[config.mk]
export PLATFORM = sky130hd
export DESIGN_NAME = alu_share_arbiter
export DESIGN_NICKNAME = d
export VERILOG_FILES = /design/src/rtl/alu_share_arbiter.sv
export SDC_FILE = /design/constraint.sdc
export NUM_CORES = 1
export LEC_CHECK = 0
export ABC_AREA = 1
export BUFFER_PORTS_ARGS = -buffer_cell sky130_fd_sc_hd__clkbuf_2
export CORE_AREA = 2 2 166 168
export CTS_BUF_LIST = sky130_fd_sc_hd__clkbuf_8
export CTS_CLUSTER_DIAMETER = 80
export DETAILED_ROUTE_END_ITERATION = 7
export DIE_AREA = 0 0 168 170
export PLACE_DENSITY = 0.61
export SLEW_MARGIN = 40
export SYNTH_ARGS = -nofsm -noshare
export SYNTH_HDL_FRONTEND = slang
export SYNTH_SLANG_ARGS = --single-unit
[constraint.sdc]
create_clock -name clk -period 3.3 [get_ports clk]
set_input_delay 0.99 -clock clk [delete_from_list [all_inputs] [get_ports clk]]
set_output_delay 0.99 -clock clk [all_outputs]
set_load 0.02 [all_outputs]
[src/rtl/alu_share_arbiter.sv]
`timescale 1ns/1ps
`default_nettype none
// +--------------------------------------------------------------------------+
// | Module   : alu_share_arbiter                                             |
// | Purpose  : Round-robin sharing of one external combinational ALU among   |
// |            NREQ requesters. One operation is in flight at a time; the    |
// |            result comes back tagged with the owning requester's index.   |
// | Ports    : clk, rst_n            - clock, async active-low reset         |
// |            req_valid/req_ready   - per-requester issue handshake         |
// |            req_src1/src2/op      - flattened per-requester operands      |
// |            alu_src1/src2/op      - registered operands to the ALU        |
// |            alu_result            - combinational ALU output              |
// |            resp_valid/resp_ready - result handshake                      |
// |            resp_id/data/err      - tag, result, illegal-opcode flag      |
// |            busy                  - FSM not idle                          |
// | Revision : 1.0  initial release                                          |
// +--------------------------------------------------------------------------+
module alu_share_arbiter #(
  parameter int              DATA_W = 32,
  parameter int              OP_W   = 5,
  parameter int              NREQ   = 4,
  parameter int              ID_W   = 2,
  parameter logic [OP_W-1:0] MAX_OP = 5'b10000
) (
  input  logic                   clk,
  input  logic                   rst_n,
  input  logic [NREQ-1:0]        req_valid,
  output logic [NREQ-1:0]        req_ready,
  input  logic [NREQ*DATA_W-1:0] req_src1,
  input  logic [NREQ*DATA_W-1:0] req_src2,
  input  logic [NREQ*OP_W-1:0]   req_op,
  output logic [DATA_W-1:0]      alu_src1,
  output logic [DATA_W-1:0]      alu_src2,
  output logic [OP_W-1:0]        alu_op,
  input  logic [DATA_W-1:0]      alu_result,
  output logic                   resp_valid,
  input  logic                   resp_ready,
  output logic [ID_W-1:0]        resp_id,
  output logic [DATA_W-1:0]      resp_data,
  output logic                   resp_err,
  output logic                   busy
);

  // Requester slots are padded up to a power of two so that every ID_W-bit
  // index lands on a real (possibly always-idle) slot.
  localparam int c_NSLOT = 1 << ID_W;

  typedef enum logic [1:0] {
    S_IDLE = 2'd0,
    S_EXEC = 2'd1,
    S_RESP = 2'd2
  } state_t;

  state_t            r_state;
  logic [ID_W-1:0]   r_ptr;
  logic [ID_W-1:0]   r_tag;

  logic [c_NSLOT-1:0] w_valid_ext;
  logic [DATA_W-1:0]  w_src1 [c_NSLOT];
  logic [DATA_W-1:0]  w_src2 [c_NSLOT];
  logic [OP_W-1:0]    w_op   [c_NSLOT];

  logic [ID_W:0]     w_scan;
  logic [ID_W-1:0]   w_sel;
  logic              w_found;
  logic [ID_W-1:0]   w_ptr_next;
  logic [NREQ-1:0]   w_grant;
  logic              w_take;

  // Unpack the flattened request buses into per-slot views.
  generate
    for (genvar g = 0; g < c_NSLOT; g++) begin : g_slot
      if (g < NREQ) begin : g_live
        assign w_valid_ext[g] = req_valid[g];
        assign w_src1[g]      = req_src1[g*DATA_W +: DATA_W];
        assign w_src2[g]      = req_src2[g*DATA_W +: DATA_W];
        assign w_op[g]        = req_op[g*OP_W +: OP_W];
      end else begin : g_pad
        assign w_valid_ext[g] = 1'b0;
        assign w_src1[g]      = '0;
        assign w_src2[g]      = '0;
        assign w_op[g]        = '0;
      end
    end
  endgenerate

  // Round-robin pick: scan ptr, ptr+1, ... (mod NREQ). The loop runs from the
  // far end back towards ptr so the candidate closest to ptr is written last
  // and therefore wins.
  always_comb begin
    w_found = 1'b0;
    w_sel   = '0;
    w_scan  = '0;
    for (int k = NREQ - 1; k >= 0; k--) begin
      w_scan = {1'b0, r_ptr} + (ID_W+1)'(k);
      if (w_scan >= (ID_W+1)'(NREQ)) begin
        w_scan = w_scan - (ID_W+1)'(NREQ);
      end
      if (w_valid_ext[w_scan[ID_W-1:0]]) begin
        w_found = 1'b1;
        w_sel   = w_scan[ID_W-1:0];
      end
    end
  end

  assign w_ptr_next = (w_sel == ID_W'(NREQ - 1)) ? '0 : w_sel + ID_W'(1);
  assign w_grant    = w_found ? (NREQ'(1) << w_sel) : '0;

  // Grants only exist in IDLE; the reset term keeps req_ready low while the
  // block is held in reset even though the grant logic is combinational.
  assign w_take     = rst_n && (r_state == S_IDLE) && w_found;
  assign req_ready  = w_take ? w_grant : '0;

  assign busy       = (r_state != S_IDLE);

  always_ff @(posedge clk or negedge rst_n) begin
    if (!rst_n) begin
      r_state    <= S_IDLE;
      r_ptr      <= '0;
      r_tag      <= '0;
      alu_src1   <= '0;
      alu_src2   <= '0;
      alu_op     <= '0;
      resp_valid <= 1'b0;
      resp_id    <= '0;
      resp_data  <= '0;
      resp_err   <= 1'b0;
    end else begin
      case (r_state)
        S_IDLE: begin
          if (w_found) begin
            alu_src1 <= w_src1[w_sel];
            alu_src2 <= w_src2[w_sel];
            alu_op   <= w_op[w_sel];
            r_tag    <= w_sel;
            r_ptr    <= w_ptr_next;
            r_state  <= S_EXEC;
          end
        end
        S_EXEC: begin
          // alu_* were registered last cycle, so alu_result is settled now.
          resp_valid <= 1'b1;
          resp_id    <= r_tag;
          if (alu_op > MAX_OP) begin
            resp_data <= '0;
            resp_err  <= 1'b1;
          end else begin
            resp_data <= alu_result;
            resp_err  <= 1'b0;
          end
          r_state <= S_RESP;
        end
        S_RESP: begin
          if (resp_ready) begin
            resp_valid <= 1'b0;
            r_state    <= S_IDLE;
          end
        end
        default: begin
          r_state <= S_IDLE;
        end
      endcase
    end
  end

endmodule
`default_nettype wire

==> impl_summary.txt <==
----------------------------------------------------
[Run status]
  Outcome ... complete, no violations

[Clock network]
  Clock Pin Slew Worst Setup and Hold Paths ... 0.11 ns
  Quantity of hold-fixing buffers added after cts ... 0
  Num CTS Buffers ... 9
  Latest clock arrival within the worst-skew pair ... 0.38 ns
  Sink count of the clock tree ... 111
  Htree depth ... 3
  Buffer type at the clock tree root ... sky130_fd_sc_hd__clkbuf_8
  TritonCTS clock tree ... yes
  Clock Path Buffers ... 2

[Critical path]
  Worst-path cell with the longest stage delay ... sky130_fd_sc_hd__ha_1
  Highest cell delay on the worst timing path ... 0.21 ns
  Cell-by-cell listing of the critical path ... clkbuf_2, inv_1, o21ai_2, nand2_1, nand3_2, nand2_2, nand2_4, nand2_8, ha_1, inv_2, nor2_4, buf_4
  Crit path kind ... input port to output pin
  Endpoint required time on the critical path ... 2.31 ns
  Arrival time of the worst setup path ... 2.23 ns
  Critical path capture point type ... output pin
  Max FO, Critical Path ... 7
  Launching element type of the critical path ... input port

[Place]
  Buffers on Ports ... 424
  Pre-CTS setup slack ... -0.0688 ns
  Detailed-placement wirelength estimate ... 20000 um
  Placer Congestion ... 0.816
  Cells after DPL ... 1970

[GRT]
  Remaining Overflow, GRT ... 0
  Maximum number of pins on one net before global-route repair ... 135
  Vias in the first global route ... 8600
  Initial antenna violation count ... 0
  Global-route wire length before repair ... 42200 um
  Total global routing track utilization ... 18.2%

[Logic synthesis]
  Leading cell types by count after synthesis ... sky130_fd_sc_hd__nand2_1 (439), sky130_fd_sc_hd__inv_1 (291), sky130_fd_sc_hd__nand3_1 (280)
  Adder-cell share of the synthesized area ... 0.161%
  Unique masters post-synth ... 23
  Synth Warn # ... 0
  Synth Area in Compound Gates ... 4.73%
  Flop and latch count out of synthesis ... 111
  Share of async-settable or async-resettable flops after synthesis ... 100%
  Xor and xnor fraction of the mapped netlist area ... 0.113%
  Cell taking the most area after synthesis ... sky130_fd_sc_hd__dfrtp_1
  Sequential area share after synthesis ... 35.7%
  Area fraction of the dominant cell type after synthesis ... 35.7%
  Summed instance area of the synthesized netlist ... 7780 sq um
  Multiplexer share of the synthesized area ... 0%
  Simple-gate portion of the synthesized area ... 40.1%
  Largest cells by area after synthesis ... sky130_fd_sc_hd__dfrtp_1 (36%), sky130_fd_sc_hd__nand2_1 (21%), sky130_fd_sc_hd__nand3_1 (18%)
  Mapped Avg Cell Area ... 6.14 sq um
  Number of instances in the synthesized netlist ... 1268
  Post-Syn Nets ... 1584
  Dominant combinational cell family by area after synthesis ... simple AND/OR/NAND/NOR gates
  Top-count cell post-synth ... sky130_fd_sc_hd__nand2_1
  Number of enable flip-flop cells after synthesis ... 0
  Leading register cell type out of synthesis ... sky130_fd_sc_hd__dfrtp_1

[Route]
  Final wirelength ... 26800 um
  WL per Instance ... 13.5 um
  Count of unresolved DRC violations after routing ... 0
  Post-route ant nets ... 0
  Routed vias ... 9037
  First-iteration detailed-routing DRC count ... 476
  Vias/cell ... 4.55
  1st-pass router iterations ... 5

[Floorplanning]
  Effective utilization at floorplan ... 29.2%
  DIE WIDTH ... 168 um
  Core region area ... 26700 sq um
  Site Rows ... 60
  Overall die area ... 28600 sq um
  Vertical extent of the die ... 170 um
  I/O pin count ... 425

[Layout]
  Total Nets Final ... 1958
  Fraction of final layout cells sized beyond drive strength 1 ... 29.3%
  Fin cells ... 1988
  Area added between synthesis and finish ... 34.1%
  Final design utilization ... 39.2%
  Total inserted antenna cells ... 0

[Power and ir drop]
  Worst supply voltage drop on vdd ... 0.916 mV
  Pwr/cell area ... 1150 nW/um^2
  Leakage ... 6.93 nW

[STA]
  Normalized max-slew margin ... 44.9%
  Final-report hold violation count ... 0
  Worst setup margin ... 0.0792 ns
  Timing-limited maximum frequency ... 310 MHz
  Finish-stage setup viols ... 0
  Final Max Tran Viols ... 0
  Worst slack on hold paths ... 0.488 ns
  RSZ-0062 raised after global routing ... false
  Final period util ... 97.6%
  Clock Skew ... 0.0201 ns
  Clock period minus worst slack ... 3.22 ns
  Slew of the pin with the lowest slew margin ... 0.827 ns

[Min path]
  Worst min-delay path class ... register to register

[Job]
  Reported max-cap violation count ... 0

----------------------------------------------------
[final timing paths]
path,slack [ns],cells after the start,start,to
worst max-delay path,0.08,12,req_valid[3],req_ready[3]
worst min-delay path,0.49,2,alu_src1[12]$_DFFE_PN0P_,alu_src1[12]$_DFFE_PN0P_
worst max register to register,0.62,14,r_ptr[0]$_DFFE_PN0P_,alu_src2[24]$_DFFE_PN0P_
worst min register to register,0.49,2,alu_src1[12]$_DFFE_PN0P_,alu_src1[12]$_DFFE_PN0P_
max in group asynchronous,1.46,3,rst_n,alu_src1[26]$_DFFE_PN0P_
min in group asynchronous,0.73,2,rst_n,alu_src2[10]$_DFFE_PN0P_
[per-layer routing]
metal  track usage [%]  part of all wire (%)
met5                 0                     0
met4              6.28                   2.3
met3              3.60                   7.2
met2              33.4                    50
met1              21.2                    41
[per-stage QoR]
| stage | area, sq um | total power, mW | TNS [ns] |
|---|---|---|---|
| 2_1_floorplan | 7810 | 8.79 | 0 |
| 3_3_place_gp | 10100 | 11.0 | 0 |
| 3_5_place_dp | 10100 | 11.1 | -0.0688 |
| 4_1_cts | 10400 | 12.0 | 0 |
| 5_1_grt | 10400 | 13.3 | 0 |
| 6_report | 10400 | 12.0 | 0 |
[timing repair]
action / 4_1_cts / 5_1_grt
setup buffers: 0 / 0
resized for setup: 3 / 12
setup endpoints to repair: 1 / 2
[layout make-up]
cell class	instances	area (sq um)
fillers	2912	16200
repair buffers	443	2330
multi-input cells	784	3600
clock buffers	9	124
clock inverters	7	80.1
well taps	341	427
inverters	293	1100
flip-flops and latches	111	2780
[flip-flops by register name, summed over array words and instances, names as in the netlist]
name	cells
alu_src2	32
r_ptr	2
r_tag	2
alu_src1	32
resp_id	2
resp_err	1
resp_valid	1
resp_data	32
alu_op	5
r_state	2
[power by group]
group          switching, mW  total [mW]  internal [mW]  leakage (nW)
Clock                  0.505       0.866          0.362         0.107
Sequential             0.379        2.43           2.05          1.38
Combinational           5.89        8.74           2.85          5.44
[critical path: cells and delay by family]
family / cells / cell delay, ns
adders and majority gates: 1 / 0.21
AOI/OAI and AO/OA: 1 / 0.15
and+or+nand+nor: 6 / 0.51
buffers and inverters: 4 / 0.38
[layout by cell type (no fill, tap or decap), drive strengths merged]
cell type,instances
nand2,442
clkbuf,431
inv,296
nand3,280
dfrtp,111
a22o,32
buf,21
o21ai,11
nor2,10
nor3,3
clkinv,3
o211ai,2
xnor2,1
o41ai,1
a21oi,1
ha,1
bufinv,1
[logic make-up after synthesis]
logic type	after synthesis
adders and majority gates	1
DFF	111
AOI/OAI and AO/OA	47
and+or+nand+nor	735
buffers and inverters	373
xor gates and xnor gates	1
Note: power is estimated with default switching activity, not from simulation.
